File: src/rtl/crc16_pkg.sv
`default_nettype none
// ============================================================================
// Module   : crc16_pkg
// Brief    : Shared types, constants and CRC-16 word helper for crc16_frame_ctrl.
// Revision : 1.0
// ============================================================================
package crc16_pkg;

    typedef enum logic [1:0] {
        IDLE    = 2'd0,
        DATA    = 2'd1,
        CRC_OUT = 2'd2,
        STATUS  = 2'd3
    } state_t;

    localparam logic        MODE_GEN    = 1'b0;
    localparam logic        MODE_CHECK  = 1'b1;
    localparam logic [15:0] DEF_SEED    = 16'hFFFF;
    localparam logic [15:0] DEF_XOR_OUT = 16'h0000;
    localparam logic [15:0] CRC_POLY    = 16'h1021;

    // MSB-first CCITT polynomial, one full 16-bit word per call
    function automatic logic [15:0] crc16_word(input logic [15:0] crc_in,
                                               input logic [15:0] data_in);
        logic [15:0] c;
        logic        fb;
        c = crc_in;
        for (int i = 15; i >= 0; i--) begin
            fb = c[15] ^ data_in[i];
            c  = {c[14:0], 1'b0} ^ (fb ? CRC_POLY : 16'h0000);
        end
        return c;
    endfunction

endpackage
`default_nettype wire

File: src/rtl/crc16.sv
`default_nettype none
// ============================================================================
// Module   : crc16
// Brief    : Combinational CRC-16 update cell, one 16-bit word per evaluation.
// Revision : 1.0
// ============================================================================
module crc16
    import crc16_pkg::*;
(
    input  logic [15:0] CRC_old,
    input  logic [15:0] Data,
    output logic [15:0] CRC_new
);

    always_comb begin
        CRC_new = crc16_word(CRC_old, Data);
    end

endmodule
`default_nettype wire

File: src/rtl/crc16_frame_ctrl.sv
`default_nettype none
// ============================================================================
// Module   : crc16_frame_ctrl
// Brief    : Frame sequencer: forwards a word stream and appends (GEN) or
//            verifies (CHECK) a trailing CRC-16 word.
// Revision : 1.0
// ============================================================================
module crc16_frame_ctrl
    import crc16_pkg::*;
#(
    parameter logic [15:0] SEED    = DEF_SEED,
    parameter logic [15:0] XOR_OUT = DEF_XOR_OUT,
    parameter int unsigned CNT_W   = 16
) (
    input  logic             clk,
    input  logic             reset_n,
    input  logic             start,
    input  logic             mode,
    input  logic             abort,
    input  logic             s_valid,
    output logic             s_ready,
    input  logic [15:0]      s_data,
    input  logic             s_last,
    output logic             m_valid,
    input  logic             m_ready,
    output logic [15:0]      m_data,
    output logic             m_last,
    output logic             busy,
    output logic             done,
    output logic             crc_ok,
    output logic [15:0]      crc_value,
    output logic [CNT_W-1:0] frame_len
);

    state_t             state_q, state_d;
    logic               mode_q, mode_d;
    logic [15:0]        crc_q, crc_d;
    logic [CNT_W-1:0]   cnt_q, cnt_d;
    logic               chk_q, chk_d;
    logic               m_valid_q, m_valid_d;
    logic [15:0]        m_data_q, m_data_d;
    logic               m_last_q, m_last_d;
    logic               done_q, done_d;
    logic               crc_ok_q, crc_ok_d;
    logic [15:0]        crc_value_q, crc_value_d;
    logic [CNT_W-1:0]   frame_len_q, frame_len_d;

    logic [15:0]        crc_next;
    logic [15:0]        crc_final;
    logic               can_load;
    logic               s_hs;

    crc16 u_crc16 (
        .CRC_old (crc_q),
        .Data    (s_data),
        .CRC_new (crc_next)
    );

    assign crc_final = crc_q ^ XOR_OUT;
    assign can_load  = !m_valid_q || m_ready;
    // abort wins over a handshake, so the word is never taken from upstream
    assign s_ready   = (state_q == DATA) && can_load && !abort;
    assign s_hs      = s_valid && s_ready;

    always_comb begin
        state_d     = state_q;
        mode_d      = mode_q;
        crc_d       = crc_q;
        cnt_d       = cnt_q;
        chk_d       = chk_q;
        m_valid_d   = m_valid_q && !m_ready;
        m_data_d    = m_data_q;
        m_last_d    = m_last_q;
        done_d      = 1'b0;
        crc_ok_d    = crc_ok_q;
        crc_value_d = crc_value_q;
        frame_len_d = frame_len_q;

        if (abort && (state_q != IDLE)) begin
            state_d   = IDLE;
            m_valid_d = 1'b0;
        end else begin
            unique case (state_q)
                IDLE: begin
                    if (start) begin
                        mode_d  = mode;
                        crc_d   = SEED;
                        cnt_d   = '0;
                        chk_d   = 1'b0;
                        state_d = DATA;
                    end
                end
                DATA: begin
                    if (s_hs) begin
                        m_valid_d = 1'b1;
                        m_data_d  = s_data;
                        if (!(&cnt_q)) begin
                            cnt_d = cnt_q + CNT_W'(1);
                        end
                        if (!s_last) begin
                            crc_d    = crc_next;
                            m_last_d = 1'b0;
                        end else if (mode_q == MODE_GEN) begin
                            crc_d    = crc_next;
                            m_last_d = 1'b0;
                            state_d  = CRC_OUT;
                        end else begin
                            // received CRC word is compared, never folded
                            chk_d    = (s_data == crc_final);
                            m_last_d = 1'b1;
                            state_d  = STATUS;
                        end
                    end
                end
                CRC_OUT: begin
                    chk_d = 1'b1;
                    if (can_load) begin
                        m_valid_d = 1'b1;
                        m_data_d  = crc_final;
                        m_last_d  = 1'b1;
                        state_d   = STATUS;
                    end
                end
                STATUS: begin
                    if (can_load) begin
                        done_d      = 1'b1;
                        crc_ok_d    = chk_q;
                        crc_value_d = crc_final;
                        frame_len_d = cnt_q;
                        state_d     = IDLE;
                    end
                end
                default: state_d = IDLE;
            endcase
        end
    end

    always_ff @(posedge clk or negedge reset_n) begin
        if (!reset_n) begin
            state_q     <= IDLE;
            mode_q      <= MODE_GEN;
            crc_q       <= SEED;
            cnt_q       <= '0;
            chk_q       <= 1'b0;
            m_valid_q   <= 1'b0;
            m_data_q    <= '0;
            m_last_q    <= 1'b0;
            done_q      <= 1'b0;
            crc_ok_q    <= 1'b0;
            crc_value_q <= '0;
            frame_len_q <= '0;
        end else begin
            state_q     <= state_d;
            mode_q      <= mode_d;
            crc_q       <= crc_d;
            cnt_q       <= cnt_d;
            chk_q       <= chk_d;
            m_valid_q   <= m_valid_d;
            m_data_q    <= m_data_d;
            m_last_q    <= m_last_d;
            done_q      <= done_d;
            crc_ok_q    <= crc_ok_d;
            crc_value_q <= crc_value_d;
            frame_len_q <= frame_len_d;
        end
    end

    assign busy      = (state_q != IDLE);
    assign m_valid   = m_valid_q;
    assign m_data    = m_data_q;
    assign m_last    = m_last_q;
    assign done      = done_q;
    assign crc_ok    = crc_ok_q;
    assign crc_value = crc_value_q;
    assign frame_len = frame_len_q;

endmodule
`default_nettype wire

File: config.mk
export PLATFORM = sky130hd
export DESIGN_NAME = crc16_frame_ctrl
export DESIGN_NICKNAME = d
export VERILOG_FILES = /design/src/rtl/crc16_pkg.sv /design/src/rtl/crc16.sv /design/src/rtl/crc16_frame_ctrl.sv
export SDC_FILE = /design/constraint.sdc
export NUM_CORES = 1
export LEC_CHECK = 0
export BUFFER_PORTS_ARGS = -buffer_cell sky130_fd_sc_hd__buf_2
export CAP_MARGIN = 20
export CORE_ASPECT_RATIO = 1.5
export CORE_UTILIZATION = 30
export CTS_CLUSTER_DIAMETER = 30
export DETAILED_ROUTE_END_ITERATION = 10
export GPL_ROUTABILITY_DRIVEN = 0
export PLACE_DENSITY = 0.57
export SLEW_MARGIN = 20
export SYNTH_ARGS = -nofsm -noshare
export SYNTH_HDL_FRONTEND = slang
export SYNTH_SLANG_ARGS = --single-unit
File: constraint.sdc
create_clock -name clk -period 3.2 [get_ports clk]
set_clock_uncertainty 0.05 [all_clocks]
set_input_delay 0.64 -clock clk [delete_from_list [all_inputs] [get_ports clk]]
set_output_delay 0.64 -clock clk [all_outputs]
set_load 0.05 [all_outputs]
# After elaboration in Yosys (flattened, before gate mapping)
# Cells that the tools add are included.
# totals
ff_bits	88
latchBits	0
mem_bits_rw	0
romBits	0
in_bits	24
output_inout_bits	54
wordCells	137
mem_count	0
# classes
n_addsub	1
multipliers	0
div_mod_pow	0
magnitude_cmp	0
eq_ne	16
n_shift	0
n_mux	53
bitwise	33
n_reduce_logical	22
# ops
op	n
$xor A16 B16 Y16	16
$mux W13	16
$mux W16	9
$pmux W16 S2	3
$add A16 B1 Y16 const B	1
$eq A16 B16 Y1	1
$reduce_and A16 Y1	1
$xor A1 B1 Y1	16
$mux W1	15
$reduce_and A5 Y1	3
$mux W2	6
$ne A2 B2 Y1 const B	6
$ne A3 B3 Y1 const B	4
$pmux W2 S4	1
$ne A3 B2 Y1 const B	2
$reduce_and A3 Y1	2
$reduce_and A6 Y1	1
$reduce_bool A2 Y1	3
$logic_and A1 B1 Y1	5
$eq A2 B2 Y1 const B	2
$pmux W1 S2	2
$reduce_and A4 Y1	1
$logic_not A1 Y1	3
$pmux W1 S3	1
5 further kinds	5

# Depth between registers and ports, before layout
# Gate-level depths: netlist of run 1.
# depth
depth_word	52
mapped_depth	9
mapped_depth_nobuf	8

# Modules after synthesis
# A second synthesis of run 1 with hierarchy kept.
# unflattened
cells_unflattened	430
area_unflattened_um2	4942.2
# modules_own_cells
mod	instances	cells_per_inst	area_each_um2	seq_area_each_um2
crc16_frame_ctrl	1	380	4389.2	2222.1
crc16	1	50	553.0	0.0

# Least setup slack after synthesis of run 1
# Ideal clock, no wire load.
# synth_timing
path_type	reg2out
startpoint	register state_q[1]
endpoint	output s_ready
t_arrival_ps	2000
required_ps	2510
path_slack_ps	510
path_stages_with_launch	7
path_buffers	2
path_cell_list	dfrtp_1 inv_1 ha_1 clkbuf_1 clkbuf_1 nand2_1 nor2_1
# synth_between
elab_chain_cells	3
# synth_rtl
element	line_no	rtl
from (decl)	crc16_frame_ctrl.sv:35	state_t state_q, state_d;
from (signal assigned)	crc16_frame_ctrl.sv:153	state_q <= state_d;
$eq A2 B1 Y1	crc16_frame_ctrl.sv:62	assign s_ready = (state_q == DATA) && can_load && !abort;
$logic_and A1 B1 Y1 (2 in series)	crc16_frame_ctrl.sv:62	
to (decl)	crc16_frame_ctrl.sv:21	output logic s_ready,
# Every way passes these cells.

# Worst setup path in the final report of run 1
# layout_timing
startpoint	register state_q[1]
endpoint	register cnt_q[15]
# layout_between
elab_chain_cells	6
elab_cells_between_ends	14
classes_between	eq/ne (4); mux (1); bitwise (1); reduce/logical (8)
# layout_rtl
element	line_no	rtl
$eq A2 B1 Y1	crc16_frame_ctrl.sv:62, crc16_frame_ctrl.sv:83	
$logic_and A1 B1 Y1 (2 in series)	crc16_frame_ctrl.sv:62	
$logic_and A1 B1 Y1	crc16_frame_ctrl.sv:63	assign s_hs = s_valid && s_ready;
$ne A2 B2 Y1 (no source line)	n/a	
$reduce_and A5 Y1 (no source line)	n/a	
to (signal assigned)	crc16_frame_ctrl.sv:156	cnt_q <= cnt_d;
to (decl)	crc16_frame_ctrl.sv:38	logic [CNT_W-1:0] cnt_q, cnt_d;
# Several ways; a longest one is shown, not always the timed one.
# A chain may end at the register's enable or synchronous reset.

==> flow_metrics.tcl, run 1 <==
set metrics [dict create \
    outcome "completed" \
    rr_worst_depth 8 \
    vias 3318 \
    setup_tns_ns 0 \
    rr_startpoint "state_q[1]$_DFFE_PN0P_" \
    cts_buffer_depth 2 \
    final_nets 523 \
    maxSlewHeadroom_pct 44.7 \
    cts_tree "yes" \
    ff2ff_setup_slack_ns 0.68 \
    cts_buffers 9 \
    synth_top_area_cell "dfrtp_1" \
    cp_data_required_time_ns 3.41 \
    syn_nets 445 \
    drcViolationCount 0 \
    period_share_pct 78.8 \
    slowest_stage "a2111oi_2" \
    vdd_drop_max_uv 737 \
    cts_resized 0 \
    cp_max_fo 9 \
    clkTransAtPathRegs_ns 0.07 \
    p_sw_w 0.00310 \
    ant_nets 0 \
    p_comb_share_pct 55.6 \
    h-tree-depth 3 \
    synth_common_cells "dfrtp_1, nand2_1, xnor2_1" \
    setup_viol 0 \
    overflow 0 \
    worst_setup_path_start_kind "flop" \
    place_hpwl_um 8500 \
    power_density_nw_per_um2 1200 \
    placed_cells 678 \
    clkPwrFrac_pct 16.7 \
    ys_seq_area_share_pct 48.7 \
    crit_chain "inv_1 -> ha_1 -> inv_1 -> nand2_1 -> a2111oi_2 -> nand2_1 -> or3_1 -> a21oi_1" \
    synth_top_area_share_pct 39.5 \
    core_area_um2 14700 \
    grt_pass1_vias 3413 \
    swShare_pct 47.0 \
    synth_most_common_cell "dfrtp_1" \
    cts_setup_buffers 0 \
    worst-path-buf-inv 2 \
    slowest_delay_ns 0.56 \
    grt_usage_pct 15.3 \
    die_y_um 153 \
    worstPathArrival_ns 2.74 \
    n_fill_cell 1542 \
    areaGrowthSynthToFinish_pct 20.7 \
    grt_pass1_wl_um 17900 \
    synth_edf_count 0 \
    clk_latency_ns 0.34 \
    drv_slew 0 \
    first_pass_iters 4 \
    maxCapViolCount 0 \
    yosysWarnings 0 \
    cts_root_buf "clkbuf_16" \
    numPortBuffers 77 \
    p_int_w 0.00349 \
    placementRows 54 \
    diodes 0 \
    p_leak_nw 2.49 \
    fin_cells 694 \
    worst-path-stages 8 \
    critPathTopFamily "compound AO/OA/AOI/OAI gates" \
    hold_path.class "in -> async" \
    layout_min_cycle_time_ns 2.52 \
    dr.first_iter.drc_count 95 \
    io_pins 78 \
    die_x_um 103 \
    syn-cell-area_um2 4560 \
    synth_flop_cell "dfrtp_1" \
    finalPower_w 0.00660 \
    drive_gt1_share_pct 31.5 \
    vias_per_cell 4.78 \
    totalWireLength_um 11200 \
    seq_power_share_pct 27.7 \
    fmax_mhz 396 \
    routedWlPerCell_um 16.2 \
    synthDistinctLibCells 46 \
    grt_max_degree 66 \
    worst-setup-path-type "reg -> reg" \
    critPathCaptureType "flop" \
    rsz0062_at_grt "no" \
    die_area_um2 15700 \
    synth.avg_cell_area_um2 11.0 \
    hold_buffers 0 \
    synthCells 415 \
    worst_slew_pin_slew_ns 0.827 \
    postSynthRegisterBits 88 \
    async_reset_ff_share_pct 100 \
    initial_utilization_pct 31.0 \
    hold_viol 0 \
    clock_sink_count 88 \
    startpoint "state_q[1]$_DFFE_PN0P_" \
    synth_top_cells_by_area "dfrtp_1, dfstp_2, mux2_2, xnor2_1, mux2i_1" \
    antenna_found_initial 0 \
]
## cell type report
cell class | instances | area (um^2) | area share [%]
clock buffer | 9 | 225 | 4.09
clock inverter | 7 | 86.3 | 1.57
inverter | 8 | 30.0 | 0.546
multi-input combinational | 303 | 2250 | 40.9
sequential | 88 | 2220 | 40.4
tap | 196 | 245 | 4.46
timing repair buffer | 83 | 445 | 8.09
## power by group through the flow
stage          Combinational [W]  Sequential, W  Clock, W
2_1_floorplan            0.00215        0.00255         0
3_3_place_gp             0.00366        0.00184         0
3_5_place_dp             0.00370        0.00185         0
4_1_cts                  0.00372        0.00183   0.00113
5_1_grt                  0.00396        0.00188   0.00118
6_report                 0.00367        0.00183   0.00110
## per-layer routing
layer / GRT usage (%) / share of wire (%) / wire, um
met1: 17.1 / 40 / 4460
met2: 27.7 / 55 / 6160
met3: 3.06 / 3.5 / 397
met4: 5.65 / 1.9 / 209
met5: 0 / 0 / 0
## cell families (layout without fill, tap and decap cells)
kind of cell    after synthesis  count (layout)  share of synthesized area, %
xor+xnor                     66              66                          15.1
buf+inv                      24             107                          1.97
compound gates               68              68                          9.33
mux                          49              49                          11.6
simple gates                114             114                          11.7
fa+ha+maj                     6               6                          1.65
flops                        88              88                          48.7
## worst reg2reg max path, delay by kind of cell, from the launching register on
family	cells	cell delay, ns
DFF	1	0.42
buffers and inverters	2	0.30
AOI/OAI and AO/OA	2	0.71
and+or+nand+nor	3	0.65
adders and majority gates	1	0.30
## cells in the final DEF (no fill, tap or decap), drive strengths merged, types with 3 or more instances in the layout
cell	synthesis	routed
nand4	12	12
buf	3	83
dfstp	16	16
nand3	11	11
clkbuf	13	9
a211oi	3	3
mux2i	19	19
mux2	30	30
ha	6	6
a21oi	9	9
xor2	20	20
inv	8	11
o22a	5	5
nand2	47	47
o21ai	35	35
or3	3	3
nand2b	5	5
xnor3	3	3
a211o	3	3
and3	6	6
dfrtp	72	72
nor2	21	21
xnor2	41	41
## registers in the layout (all words and copies together), names as in the netlist
register and cells:
m_last 1, frame_len 16, m_valid 1, crc_final 16, mode_q 1, state_q 2
crc_value 16, chk_q 1, cnt_q 16, crc_ok 1, done 1, m_data 16
## through the flow
step | setup slack, ns | util (%) | hold WS [ns] | cell area (um^2)
after floorplan | 0.510 | - | 0.294 | 4560
after global routing | 0.326 | 37.4 | 0.175 | 5500
final | 0.677 | 37.4 | 0.152 | 5500
after detailed placement | 0.521 | 35.3 | 0.419 | 5190
after CTS | 0.635 | 37.4 | 0.156 | 5500
after global placement | 0.601 | 35.3 | 0.412 | 5190
## path summary, 6_finish.rpt
check / to
max: cnt_q[15]$_DFFE_PN0P_
min: crc_value[5]$_DFFE_PN0P_
max reg2reg: cnt_q[15]$_DFFE_PN0P_
min reg2reg: crc_value[5]$_DFFE_PN0P_
max in group asynchronous: crc_final[8]$_DFFE_PN1P_
min in group clk: crc_value[5]$_DFFE_PN0P_
Power figures use the tool's default switching activity.
==> run 2: changes to the inputs <==
--- a/config.mk
+++ b/config.mk
@@ -5,6 +5,7 @@
 export SDC_FILE = /design/constraint.sdc
 export NUM_CORES = 1
 export LEC_CHECK = 0
+export ABC_AREA = 1
 export BUFFER_PORTS_ARGS = -buffer_cell sky130_fd_sc_hd__buf_2
 export CAP_MARGIN = 20
 export CORE_ASPECT_RATIO = 1.5
==> constraint.sdc (replaced) <==
create_clock -name clk -period 2.5 [get_ports clk]
set_clock_uncertainty 0.05 [all_clocks]
set_input_delay 0.5 -clock clk [delete_from_list [all_inputs] [get_ports clk]]
set_output_delay 0.5 -clock clk [all_outputs]
set_load 0.05 [all_outputs]
==> run 2 against run 1 <==
Compared with the run above: first-iteration DRC count rose by 52%; register-to-register slack got worse by 0.38 ns; non-clock buffer count rose by 2; worst setup slack got worse by 0.55 ns; routed wire length rose by 16%; clock power rose by 32%; global-route usage rose by 0.72 points; sequential share of layout area fell by 3.2 points; sequential power rose by 28%; clock-buffer cell count did not move; utilization fell by 0.76 points; critical path depth fell by 2; largest cell class unchanged; largest power group unchanged; highest routed layer unchanged.
==> flow_metrics.tcl, run 2 <==
set metrics [dict create \
    fmax_mhz 421 \
    synth_most_common_cell "nand2_1" \
    synth_top_family_by_area "simple AND/OR/NAND/NOR gates" \
    synthDistinctLibCells 38 \
    cts_buffer_depth 2 \
    synth_edf_count 0 \
    worst-setup-path-type "reg -> out" \
    placed_cells 921 \
    synth_flop_cell "dfrtp_1" \
    synthAdderAreaFrac_pct 1.49 \
    totalWireLength_um 13100 \
    outcome "completed" \
    final_nets 756 \
    multi_input_area_um2 2390 \
    maxCapViolCount 0 \
    clk_latency_ns 0.35 \
    regArea_um2 2220 \
    placementRows 57 \
    maxSlewHeadroom_pct 65.6 \
    grt_pass1_vias 4219 \
    dr.first_iter.drc_count 144 \
    cts_root_buf "clkbuf_16" \
    grt_max_degree 44 \
    worst_setup_path_start_kind "flop" \
    fin_cells 937 \
    yosysWarnings 0 \
    period_share_pct 95.0 \
    antenna_found_initial 0 \
    drcViolationCount 0 \
    h-tree-depth 3 \
    worst_slew_pin_slew_ns 0.515 \
    grt_usage_pct 16.0 \
    ant_nets 0 \
    power_density_nw_per_um2 1440 \
    hold_path.class "in -> async" \
    routedWlPerCell_um 13.9 \
    diodes 0 \
    rr_startpoint "state_q[0]$_DFFE_PN0P_" \
    grt_pass1_wl_um 21200 \
    async_reset_ff_share_pct 100 \
    synth.avg_cell_area_um2 7.75 \
    cts_tree "yes" \
    final_common_cell "nand2_1" \
    core_area_um2 16300 \
    synthMuxAreaShare_pct 0 \
    synthSimpleGateAreaFrac_pct 29.1 \
    synth_top_cells_by_area "dfrtp_1, nand2_1, dfstp_2, inv_1, xor2_1" \
    place_hpwl_um 9950 \
    synth_common_cells "nand2_1, dfrtp_1, inv_1" \
    rsz0062_at_grt "no" \
    postSynthRegisterBits 88 \
    hold_viol 0 \
    startpoint "state_q[1]$_DFFE_PN0P_" \
    areaGrowthSynthToFinish_pct 18.7 \
    clkTransAtPathRegs_ns 0.08 \
    syn_nets 680 \
    place_ws_ns 0.270 \
    layout_min_cycle_time_ns 2.37 \
    ys_seq_area_share_pct 44.1 \
    cp_max_fo 16 \
    p_leak_nw 3.01 \
    first_pass_iters 4 \
    cts_buffers 9 \
    numPortBuffers 77 \
    io_pins 78 \
    fin_ws_ns 0.125 \
    synth_compound_area_share_pct 11.1 \
    initial_utilization_pct 30.8 \
    die_y_um 161 \
    n_fill_cell 1726 \
    overflow 0 \
    synth_top_area_share_pct 35.8 \
    die_area_um2 17300 \
    synth-xor-area-share_pct 5.71 \
    vias 4324 \
    vdd_drop_max_uv 530 \
    finish.utilization_pct 36.6 \
    synth_top_area_cell "dfrtp_1" \
    drive_gt1_share_pct 22.7 \
    setup_tns_ns 0 \
    vias_per_cell 4.61 \
    critPathCaptureType "primary output" \
    die_x_um 108 \
    worstPathArrival_ns 1.82 \
    clock_sink_count 88 \
    timing.hold.ws_ns 0.0391 \
    synthCells 650 \
    cp_data_required_time_ns 1.95 \
    syn-cell-area_um2 5040 \
    drv_slew 0 \
    final_cell_mix "nand2_1, buf_2, dfrtp_1" \
    setup_viol 0 \
]
## run 2: logic make-up (layout without fill, tap and decap cells)
kind of cell | count (synthesis) | in the layout
simple gates | 334 | 334
buf+inv | 100 | 181
compound gates | 90 | 90
flops | 88 | 88
xor+xnor | 32 | 32
fa+ha+maj | 6 | 6
## run 2: metrics by stage
step / power, W / instance area [um^2]
global route: 0.00922 / 5980
CTS: 0.00867 / 5970
floorplan: 0.00609 / 5050
finish: 0.00859 / 5980
global placement: 0.00714 / 5660
detailed placement: 0.00720 / 5660
## run 2: area by class of cell
cell class,instances,share of cell area (%)
well taps,206,4.31
multi-input cells,462,40.1
clock buffers,9,3.77
clock inverters,7,1.46
repair buffers,85,8.22
inverters,80,5.02
flip-flops and latches,88,37.2
## run 2: repair_timing
item	in CTS	in global routing
setup buffers	0	0
setup endpoints to repair	0	1
resized for setup	0	2
hold buffers	0	0
## run 2: worst paths after layout
| check | to | slack [ns] | cells past startpoint |
|---|---|---|---|
| worst max-delay path | s_ready | 0.13 | 6 |
| worst min-delay path | m_data[7]$_DFFE_PN0P_ | 0.04 | 1 |
| worst max register to register | cnt_q[6]$_DFFE_PN0P_ | 0.30 | 10 |
| worst min register to register | frame_len[7]$_DFFE_PN0P_ | 0.42 | 2 |
| max in group asynchronous | crc_final[10]$_DFFE_PN1P_ | 1.71 | 2 |
| min in group clk | mode_q$_DFFE_PN0P_ | 0.35 | 3 |
## run 2: worst max-delay path, stage by stage (launching register included)
cell and delay [ns]:
dfrtp_1 0.42, inv_1 0.11, ha_1 0.20, buf_6 0.19
inv_1 0.10, nor3_4 0.19, clkbuf_4 0.26
## run 2: layer usage
layer,track usage (%),wire [um],share of wire [%],up-vias
met5,0,0,0,-
met4,5.42,196,1.5,0
met3,3.57,495,3.8,13
met2,29.2,6990,54,76
met1,18.0,5380,41,2033
li1,-,-,-,2202
## run 2: power breakdown
part / leakage, nW / internal, W / switching, W
sequential: 1.07 / 0.00200 / 0.000347
clock: 0.154 / 0.000801 / 0.000648
combinational: 1.78 / 0.00132 / 0.00347
total: 3.01 / 0.00413 / 0.00446
